File: src/rtl/mm_tile_scheduler_pkg.sv
// rtl/mm_tile_scheduler_pkg.sv - shared types and widths for the MM engine scheduler and buffers
// Purpose: FSM state enum, buffer instruction struct, and the width localparams that
//   the scheduler, its output registers and the A/B buffers all agree on.
// Ports: none (package).
package mm_engine_pkg;

  localparam int N                    = 4;
  localparam int MEMORY_ADDRESS_BITS  = 64;
  localparam int MAX_MATRIX_LENGTH    = 4096;
  localparam int COUNTER_BITS         = $clog2(MAX_MATRIX_LENGTH + 1);
  localparam int REPEATS_COUNTER_BITS = $clog2(MAX_MATRIX_LENGTH / N + 1);

  typedef enum logic [1:0] {
    IDLE    = 2'd0,
    ISSUE_A = 2'd1,
    ISSUE_B = 2'd2,
    DONE    = 2'd3
  } sched_state_e;

  typedef struct packed {
    logic [MEMORY_ADDRESS_BITS-1:0]  address;
    logic [COUNTER_BITS-1:0]         length;
    logic [REPEATS_COUNTER_BITS-1:0] repeats;
  } buffer_instr_t;

endpackage

File: src/rtl/mm_tile_scheduler_if.sv
// rtl/mm_tile_scheduler_if.sv - valid/ready instruction channel towards one memory buffer
// Purpose: groups one buffer instruction handshake and its payload.
// Ports (master drives): valid, address, length, repeats; (slave drives): ready.
interface mm_tile_scheduler_if;
  import mm_engine_pkg::*;

  logic                            valid;
  logic                            ready;
  logic [MEMORY_ADDRESS_BITS-1:0]  address;
  logic [COUNTER_BITS-1:0]         length;
  logic [REPEATS_COUNTER_BITS-1:0] repeats;

  modport master (output valid, address, length, repeats, input ready);
  modport slave  (input valid, address, length, repeats, output ready);

endinterface

File: src/rtl/mm_tile_scheduler_instr_out_reg.sv
// rtl/mm_tile_scheduler_instr_out_reg.sv - registered valid/ready holder for one buffer instruction
// Purpose: holds one buffer_instr_t with a registered valid; payload stays put until handshake.
// Ports: clk, reset (async, active-low), load (capture instr and raise valid), instr (payload in),
//   port (master side of the instruction channel).
module instr_out_reg
  import mm_engine_pkg::*;
(
  input  logic                       clk,
  input  logic                       reset,
  input  logic                       load,
  input  buffer_instr_t              instr,
  mm_tile_scheduler_if.master        port
);

  logic          valid_q;
  buffer_instr_t instr_q;

  // A load in the same cycle as a handshake replaces the payload and keeps valid high,
  // giving one instruction per cycle when ready is held.
  always_ff @(posedge clk or negedge reset) begin
    if (!reset) begin
      valid_q <= 1'b0;
      instr_q <= '0;
    end else if (load) begin
      valid_q <= 1'b1;
      instr_q <= instr;
    end else if (port.ready) begin
      valid_q <= 1'b0;
    end
  end

  assign port.valid   = valid_q;
  assign port.address = instr_q.address;
  assign port.length  = instr_q.length;
  assign port.repeats = instr_q.repeats;

endmodule

File: src/rtl/mm_tile_scheduler.sv
// rtl/mm_tile_scheduler.sv - job-level row/col tile sequencer for the sum-stationary MM engine
// Purpose: accepts a job (A base, B base, K, R, C), issues one A instruction per row tile
//   (repeats=C) followed by C B instructions (repeats=1), then pulses job_done.
// Ports: clk, reset (async, active-low); job_valid/job_ready + job_a_base, job_b_base,
//   job_length, job_row_tiles, job_col_tiles; a_instr, b_instr (instruction channels);
//   job_done (one-cycle pulse); busy (not idle).
// Option MM_SCHED_PERF_EN: adds stall_cycles and issue_cycles outputs.
module mm_tile_scheduler
  import mm_engine_pkg::*;
(
  input  logic                            clk,
  input  logic                            reset,
  input  logic                            job_valid,
  output logic                            job_ready,
  input  logic [MEMORY_ADDRESS_BITS-1:0]  job_a_base,
  input  logic [MEMORY_ADDRESS_BITS-1:0]  job_b_base,
  input  logic [COUNTER_BITS-1:0]         job_length,
  input  logic [REPEATS_COUNTER_BITS-1:0] job_row_tiles,
  input  logic [REPEATS_COUNTER_BITS-1:0] job_col_tiles,
  mm_tile_scheduler_if.master             a_instr,
  mm_tile_scheduler_if.master             b_instr,
  output logic                            job_done,
  output logic                            busy
`ifdef MM_SCHED_PERF_EN
  ,
  output logic [31:0]                     stall_cycles,
  output logic [31:0]                     issue_cycles
`endif
);

  localparam logic [REPEATS_COUNTER_BITS-1:0] REP_ONE = REPEATS_COUNTER_BITS'(1);

  sched_state_e                    state_q, state_n;
  logic [MEMORY_ADDRESS_BITS-1:0]  a_addr_q, a_addr_n, b_addr_q, b_addr_n;
  logic [MEMORY_ADDRESS_BITS-1:0]  b_base_q, stride_q;
  logic [COUNTER_BITS-1:0]         length_q;
  logic [REPEATS_COUNTER_BITS-1:0] row_tiles_q, col_tiles_q;
  logic [REPEATS_COUNTER_BITS-1:0] i_q, i_n, j_q, j_n;
  logic                            accept, load_a, load_b, job_empty;
  buffer_instr_t                   a_next, b_next;

  assign job_ready = (state_q == IDLE);
  assign busy      = (state_q != IDLE);
  assign job_done  = (state_q == DONE);
  assign job_empty = (job_row_tiles == '0) || (job_col_tiles == '0) || (job_length == '0);

  always_comb begin
    state_n  = state_q;
    i_n      = i_q;
    j_n      = j_q;
    a_addr_n = a_addr_q;
    b_addr_n = b_addr_q;
    accept   = 1'b0;
    load_a   = 1'b0;
    load_b   = 1'b0;
    a_next   = '0;
    b_next   = '0;
    case (state_q)
      IDLE: begin
        if (job_valid) begin
          accept = 1'b1;
          if (job_empty) begin
            state_n = DONE;
          end else begin
            state_n        = ISSUE_A;
            i_n            = '0;
            a_addr_n       = job_a_base;
            load_a         = 1'b1;
            a_next.address = job_a_base;
            a_next.length  = job_length;
            a_next.repeats = job_col_tiles;
          end
        end
      end
      ISSUE_A: begin
        // Loading B on the A handshake edge avoids a bubble between the channels.
        if (a_instr.ready) begin
          state_n        = ISSUE_B;
          j_n            = '0;
          b_addr_n       = b_base_q;
          load_b         = 1'b1;
          b_next.address = b_base_q;
          b_next.length  = length_q;
          b_next.repeats = REP_ONE;
        end
      end
      ISSUE_B: begin
        if (b_instr.ready) begin
          if (j_q == col_tiles_q - REP_ONE) begin
            if (i_q == row_tiles_q - REP_ONE) begin
              state_n = DONE;
            end else begin
              state_n        = ISSUE_A;
              i_n            = i_q + REP_ONE;
              a_addr_n       = a_addr_q + stride_q;
              load_a         = 1'b1;
              a_next.address = a_addr_q + stride_q;
              a_next.length  = length_q;
              a_next.repeats = col_tiles_q;
            end
          end else begin
            j_n            = j_q + REP_ONE;
            b_addr_n       = b_addr_q + stride_q;
            load_b         = 1'b1;
            b_next.address = b_addr_q + stride_q;
            b_next.length  = length_q;
            b_next.repeats = REP_ONE;
          end
        end
      end
      DONE: begin
        state_n = IDLE;
      end
      default: begin
        state_n = IDLE;
      end
    endcase
  end

  always_ff @(posedge clk or negedge reset) begin
    if (!reset) begin
      state_q     <= IDLE;
      a_addr_q    <= '0;
      b_addr_q    <= '0;
      b_base_q    <= '0;
      stride_q    <= '0;
      length_q    <= '0;
      row_tiles_q <= '0;
      col_tiles_q <= '0;
      i_q         <= '0;
      j_q         <= '0;
    end else begin
      state_q  <= state_n;
      a_addr_q <= a_addr_n;
      b_addr_q <= b_addr_n;
      i_q      <= i_n;
      j_q      <= j_n;
      if (accept) begin
        b_base_q    <= job_b_base;
        length_q    <= job_length;
        row_tiles_q <= job_row_tiles;
        col_tiles_q <= job_col_tiles;
        // Tile stride is fixed per job; addresses then advance by running adds only.
        stride_q    <= MEMORY_ADDRESS_BITS'(job_length) * MEMORY_ADDRESS_BITS'(N);
      end
    end
  end

  instr_out_reg u_a_out (
    .clk   (clk),
    .reset (reset),
    .load  (load_a),
    .instr (a_next),
    .port  (a_instr)
  );

  instr_out_reg u_b_out (
    .clk   (clk),
    .reset (reset),
    .load  (load_b),
    .instr (b_next),
    .port  (b_instr)
  );

`ifdef MM_SCHED_PERF_EN
  logic stall_now;
  assign stall_now = (a_instr.valid && !a_instr.ready) || (b_instr.valid && !b_instr.ready);

  always_ff @(posedge clk or negedge reset) begin
    if (!reset) begin
      stall_cycles <= '0;
      issue_cycles <= '0;
    end else if (accept) begin
      stall_cycles <= '0;
      issue_cycles <= '0;
    end else begin
      if (busy && (issue_cycles != '1)) issue_cycles <= issue_cycles + 32'd1;
      if (stall_now && (stall_cycles != '1)) stall_cycles <= stall_cycles + 32'd1;
    end
  end
`endif

endmodule

File: src/flat_wrapper.sv
// flat-port wrapper written by rule: the top's interface ports become plain ports
module mm_tile_scheduler_flat import mm_engine_pkg::*;
  (clk, reset, job_valid, job_ready, job_a_base, job_b_base, job_length, job_row_tiles, job_col_tiles, job_done, busy, a_instr_valid, a_instr_address, a_instr_length, a_instr_repeats, a_instr_ready, b_instr_valid, b_instr_address, b_instr_length, b_instr_repeats, b_instr_ready);
  mm_tile_scheduler_if a_instr_i ();
  mm_tile_scheduler_if b_instr_i ();
  input  logic clk;
  input  logic reset;
  input  logic job_valid;
  output logic job_ready;
  input  logic [MEMORY_ADDRESS_BITS-1:0] job_a_base;
  input  logic [MEMORY_ADDRESS_BITS-1:0] job_b_base;
  input  logic [COUNTER_BITS-1:0] job_length;
  input  logic [REPEATS_COUNTER_BITS-1:0] job_row_tiles;
  input  logic [REPEATS_COUNTER_BITS-1:0] job_col_tiles;
  output logic job_done;
  output logic busy;
  output wire logic [$bits(a_instr_i.valid)-1:0] a_instr_valid;
  output wire logic [$bits(a_instr_i.address)-1:0] a_instr_address;
  output wire logic [$bits(a_instr_i.length)-1:0] a_instr_length;
  output wire logic [$bits(a_instr_i.repeats)-1:0] a_instr_repeats;
  input wire logic [$bits(a_instr_i.ready)-1:0] a_instr_ready;
  output wire logic [$bits(b_instr_i.valid)-1:0] b_instr_valid;
  output wire logic [$bits(b_instr_i.address)-1:0] b_instr_address;
  output wire logic [$bits(b_instr_i.length)-1:0] b_instr_length;
  output wire logic [$bits(b_instr_i.repeats)-1:0] b_instr_repeats;
  input wire logic [$bits(b_instr_i.ready)-1:0] b_instr_ready;
  assign a_instr_valid = a_instr_i.valid;
  assign a_instr_address = a_instr_i.address;
  assign a_instr_length = a_instr_i.length;
  assign a_instr_repeats = a_instr_i.repeats;
  assign a_instr_i.ready = a_instr_ready;
  assign b_instr_valid = b_instr_i.valid;
  assign b_instr_address = b_instr_i.address;
  assign b_instr_length = b_instr_i.length;
  assign b_instr_repeats = b_instr_i.repeats;
  assign b_instr_i.ready = b_instr_ready;
  mm_tile_scheduler u_core (.clk(clk), .reset(reset), .job_valid(job_valid), .job_ready(job_ready), .job_a_base(job_a_base), .job_b_base(job_b_base), .job_length(job_length), .job_row_tiles(job_row_tiles), .job_col_tiles(job_col_tiles), .a_instr(a_instr_i), .b_instr(b_instr_i), .job_done(job_done), .busy(busy));
endmodule
File: config.mk
export PLATFORM = sky130hd
export DESIGN_NAME = mm_tile_scheduler_flat
export DESIGN_NICKNAME = d
export VERILOG_FILES = /design/src/rtl/mm_tile_scheduler_pkg.sv /design/src/rtl/mm_tile_scheduler_if.sv /design/src/rtl/mm_tile_scheduler_instr_out_reg.sv /design/src/rtl/mm_tile_scheduler.sv /design/src/flat_wrapper.sv
export SDC_FILE = /design/constraint.sdc
export NUM_CORES = 1
export LEC_CHECK = 0
export ABC_AREA = 1
export CORE_MARGIN = 10
export CORE_UTILIZATION = 44
export CTS_BUF_LIST = sky130_fd_sc_hd__clkbuf_16
export DETAILED_ROUTE_END_ITERATION = 16
export PLACE_DENSITY = 0.68
export SLEW_MARGIN = 20
export SYNTH_ARGS = -nofsm -noshare
export SYNTH_HDL_FRONTEND = slang
export SYNTH_SLANG_ARGS = --single-unit
File: constraint.sdc
create_clock -name clk -period 2.55 [get_ports clk]
set_clock_uncertainty 0.15 [all_clocks]
set_input_delay 0.51 -clock clk [delete_from_list [all_inputs] [get_ports clk]]
set_output_delay 0.51 -clock clk [all_outputs]
set_load 0.1 [all_outputs]
==> flow_summary.rst <==
.. list-table::
   :header-rows: 1

   * - Metric
     - Value
   * - Most common flop cell mapped by yosys
     - dfrtp_1
   * - Outcome
     - finished with violations
   * - Warnings, synthesis
     - 0
   * - Post-Synthesis Cell Area
     - 0.0261 sq mm
   * - Critical path class
     - reg2reg
   * - Post-DR wirelength/cell
     - 19.3 um
   * - Antenna violations before repair
     - 0
   * - Inserted Clock Buffers
     - 48
   * - Area added between synthesis and finish
     - 38.8%
   * - Switching power total
     - 28800 uW
   * - Maximum root-to-sink buffer count
     - 3
   * - Achievable frequency
     - 388 MHz
   * - Global routing usage summed across all routing layers
     - 28.1%
   * - Crit start category
     - flop
   * - Number of placement rows
     - 89
   * - CTS tree
     - built
   * - Crit end category
     - flop
   * - Vias after detailed routing
     - 28500
   * - Starting Density
     - 44.4%
   * - Power share of the combinational group
     - 63.4%
   * - H-tree level count
     - 2
   * - Source-to-sink clock delay at the later pin of the worst-skew pair
     - 0.61 ns
   * - Synthesized instance count
     - 3943
   * - Pwr Density
     - 1480 mW/mm^2
   * - Post-synth EDFFs
     - 0
   * - Wire length of the first global-routing pass
     - 157 mm
   * - Number of global-route vias before repair
     - 27800
   * - Global route total overflow
     - 0
   * - Library cells used by synthesis
     - 41
   * - Die height
     - 264 um
   * - Average instance area after synthesis
     - 6.63 sq um
   * - Tightest slew margin relative to the limit
     - 55.1%
   * - Post-Route Setup TNS
     - -0.152 ns
   * - Post-synthesis register bit count
     - 419
   * - Layout net count
     - 4776
   * - Die Span X
     - 264 um
   * - Setup repair after global routing missed its margin
     - yes
   * - Fraction of final layout cells with drive strength greater than 1
     - 21.0%
   * - Pin count of the biggest net entering global routing
     - 125
   * - Final weighted congestion of routability-driven global placement
     - 1.01
   * - # Max-Cap Violations
     - 0
   * - Area of the core
     - 0.0589 sq mm
   * - Worst voltage drop across the vdd grid
     - 0.00143 V
   * - Leak pwr
     - 0.0183 uW
   * - I/O pins
     - 349
   * - Total wirelength of the detailed-routed design
     - 104 mm
   * - DRC violation total after the first TritonRoute iteration
     - 2415
   * - Number of port buffers
     - 338
   * - PnR worst setup slack
     - -0.0261 ns
   * - CTS root buffer
     - clkbuf_16
   * - TritonCTS sink count
     - 419
   * - Total internal power
     - 24800 uW
   * - Floorplan die area
     - 0.0695 sq mm
   * - Max-slew violation count
     - 0
   * - Overall power after layout
     - 53600 uW
   * - Most frequent cells in the layout
     - nand2_1 (1653), buf_4 (485), dfrtp_1 (405)
   * - Antenna-violating nets left
     - 0
   * - Relative contribution of the clock network to total power
     - 13.1%
   * - DRC
     - 0
   * - Failing checks
     - setup timing
   * - Count of final setup violators
     - 12
   * - Critical path startpoint
     - u_core.row_tiles_q[1]$_DFFE_PN0P_
   * - Antenna diode instance count
     - 0
   * - TritonRoute pass-1 iters
     - 6
   * - Data required, critical path
     - 2.94 ns
   * - Switching Fraction
     - 53.7%
   * - Type of the most critical hold path
     - in2async
   * - HPWL reported at the end of detailed placement
     - 76.6 mm
   * - Number of hold violations in the final report
     - 0
   * - Sequential share of power
     - 23.5%
   * - Clock-pin slew on the worst setup and hold paths
     - 0.06 ns
   * - Via-to-Cell Ratio
     - 5.29
   * - Final clock period utilization by the worst path
     - 101%
   * - Minimum clock period
     - 2.58 ns
   * - Max Fanout on Critical Path
     - 6
   * - Most frequent standard cell in the layout excluding fill and tap cells
     - nand2_1
   * - Ys async rst share
     - 100%
   * - Register area share after synthesis
     - 40.1%
   * - Arr. time, crit path
     - 2.96 ns
   * - Transition time at the pin with the least slew margin
     - 0.668 ns
   * - Origin of the critical flop-to-flop path
     - u_core.row_tiles_q[1]$_DFFE_PN0P_
[cells by family after synthesis]
family                     count (synthesis)  synth area share, %
xor gates and xnor gates                  62                 2.08
adders and majority gates                 37                 1.83
and+or+nand+nor                         2566                 40.4
other                                      1               0.0143
DFF                                      419                 40.1
buffers and inverters                    496                 8.13
AOI/OAI and AO/OA                        362                 7.39
[layout make-up]
class	instances	area [sq um]
Multi-Input combinational cell	3037	14900
Tap cell	773	967
Clock inverter	37	354
Fill cell	5483	22600
Clock buffer	48	1200
Timing Repair Buffer	742	7110
Inverter	323	1240
Sequential cell	419	10500
[state kept, by name, indices dropped and copies added (netlist names)]
signal,flops
u_core.u_a_out.port.address,64
u_core.length_q,13
u_core.col_tiles_q,11
u_core.u_b_out.port.address,64
u_core.u_a_out.port.valid,1
u_core.row_tiles_q,11
u_core.a_addr_q,64
u_core.state_q,2
u_core.u_b_out.port.valid,1
u_core.u_b_out.port.length,13
u_core.j_q,11
u_core.i_q,11
u_core.b_base_q,64
u_core.b_addr_q,64
u_core.u_a_out.port.repeats,11
u_core.u_a_out.port.length,13
u_core.u_b_out.port.repeats,1
[power groups by stage]
stage	combinational (uW)	clock (uW)	sequential, uW
after global routing	36500	7380	12900
after global placement	30100	0	12300
after floorplan	12600	0	19600
after detailed placement	30400	0	12300
final	34000	7030	12600
after CTS	31800	7120	12400
[worst paths after layout]
path	end	depth (start not counted)	slack (ns)
max	u_core.u_a_out.port.address[6]$_DFFE_PN0P_	18	-0.03
min	u_core.i_q[3]$_DFFE_PN0P_	2	0.28
max reg2reg	u_core.u_a_out.port.address[6]$_DFFE_PN0P_	18	-0.03
min reg2reg	u_core.u_b_out.port.repeats[0]$_DFFE_PN0P_	2	0.32
max in group asynchronous	u_core.u_b_out.port.address[28]$_DFFE_PN0P_	4	1.13
min in group clk	u_core.b_base_q[34]$_DFFE_PN0P_	3	0.29
[routing by layer]
metal | share of wire, % | up-vias | track usage, %
li1 | - | 13800 | -
met1 | 40 | 13500 | 34.2
met2 | 49 | 1006 | 49.0
met3 | 6.7 | 209 | 4.51
met4 | 4.1 | 0 | 10.8
met5 | 0 | - | 0
[stage by stage]
stage | util (%) | hold slack (ns) | cell area (sq um) | worst slack [ns] | std cells
3_5_place_dp | 55.1 | 0.303 | 32500 | -0.694 | 5242
3_3_place_gp | 55.1 | 0.302 | 32500 | -0.833 | 5242
2_1_floorplan | - | 0.0644 | 26200 | 0.0253 | 3952
5_1_grt | 61.6 | 0.288 | 36300 | -0.174 | 5379
4_1_cts | 59.5 | 0.267 | 35000 | -0.0403 | 5355
6_report | 61.6 | 0.282 | 36300 | -0.0261 | 5379
[what timing repair did]
item / in CTS / in global routing
cloned: 5 / 14
pin swaps: 26 / 49
setup endpoints to repair: 305 / 313
hold endpoints to repair: 41 / 0
hold buffers: 1 / 0
gates resized for setup: 157 / 210
buffers inserted: 23 / 13
[Yosys cell counts (3+ instances only)]
library cell,number,area (sq um)
clkbuf_2,6,30.0
buf_1,12,45.0
nand4_1,77,482
inv_2,7,26.3
buf_6,17,191
a21oi_1,58,290
nand3_1,346,1730
o211ai_1,4,30.0
dfrtp_1,419,10500
nor4_1,13,81.3
or2_2,15,93.8
o21ai_1,84,420
nand2_2,4,25.0
buf_2,25,125
o21ai_2,25,219
nor2_2,6,37.5
o21ai_0,185,926
inv_1,316,1190
ha_1,35,438
nand2_1,1724,6470
clkbuf_1,87,327
nor2_1,304,1140
xor2_1,51,447
xnor2_1,11,96.3
nand3_2,3,30.0
buf_4,26,195
o21bai_1,4,30.0
nor3_1,43,215
nand3b_1,20,150
[critical path: stages (launching register included)]
cell	delay [ns]
dfrtp_1	0.35
inv_2	0.06
ha_4	0.27
inv_2	0.03
nand2_1	0.05
nand2_1	0.06
nor2_2	0.10
nand3_1	0.10
nor2_2	0.15
nand3_2	0.10
nor2_4	0.20
nand2_4	0.08
buf_6	0.12
nand4_4	0.07
buf_12	0.14
buf_12	0.15
clkbuf_16	0.18
nand3_2	0.06
nand2_1	0.06
No activity file was read; power rests on OpenSTA's default activity.
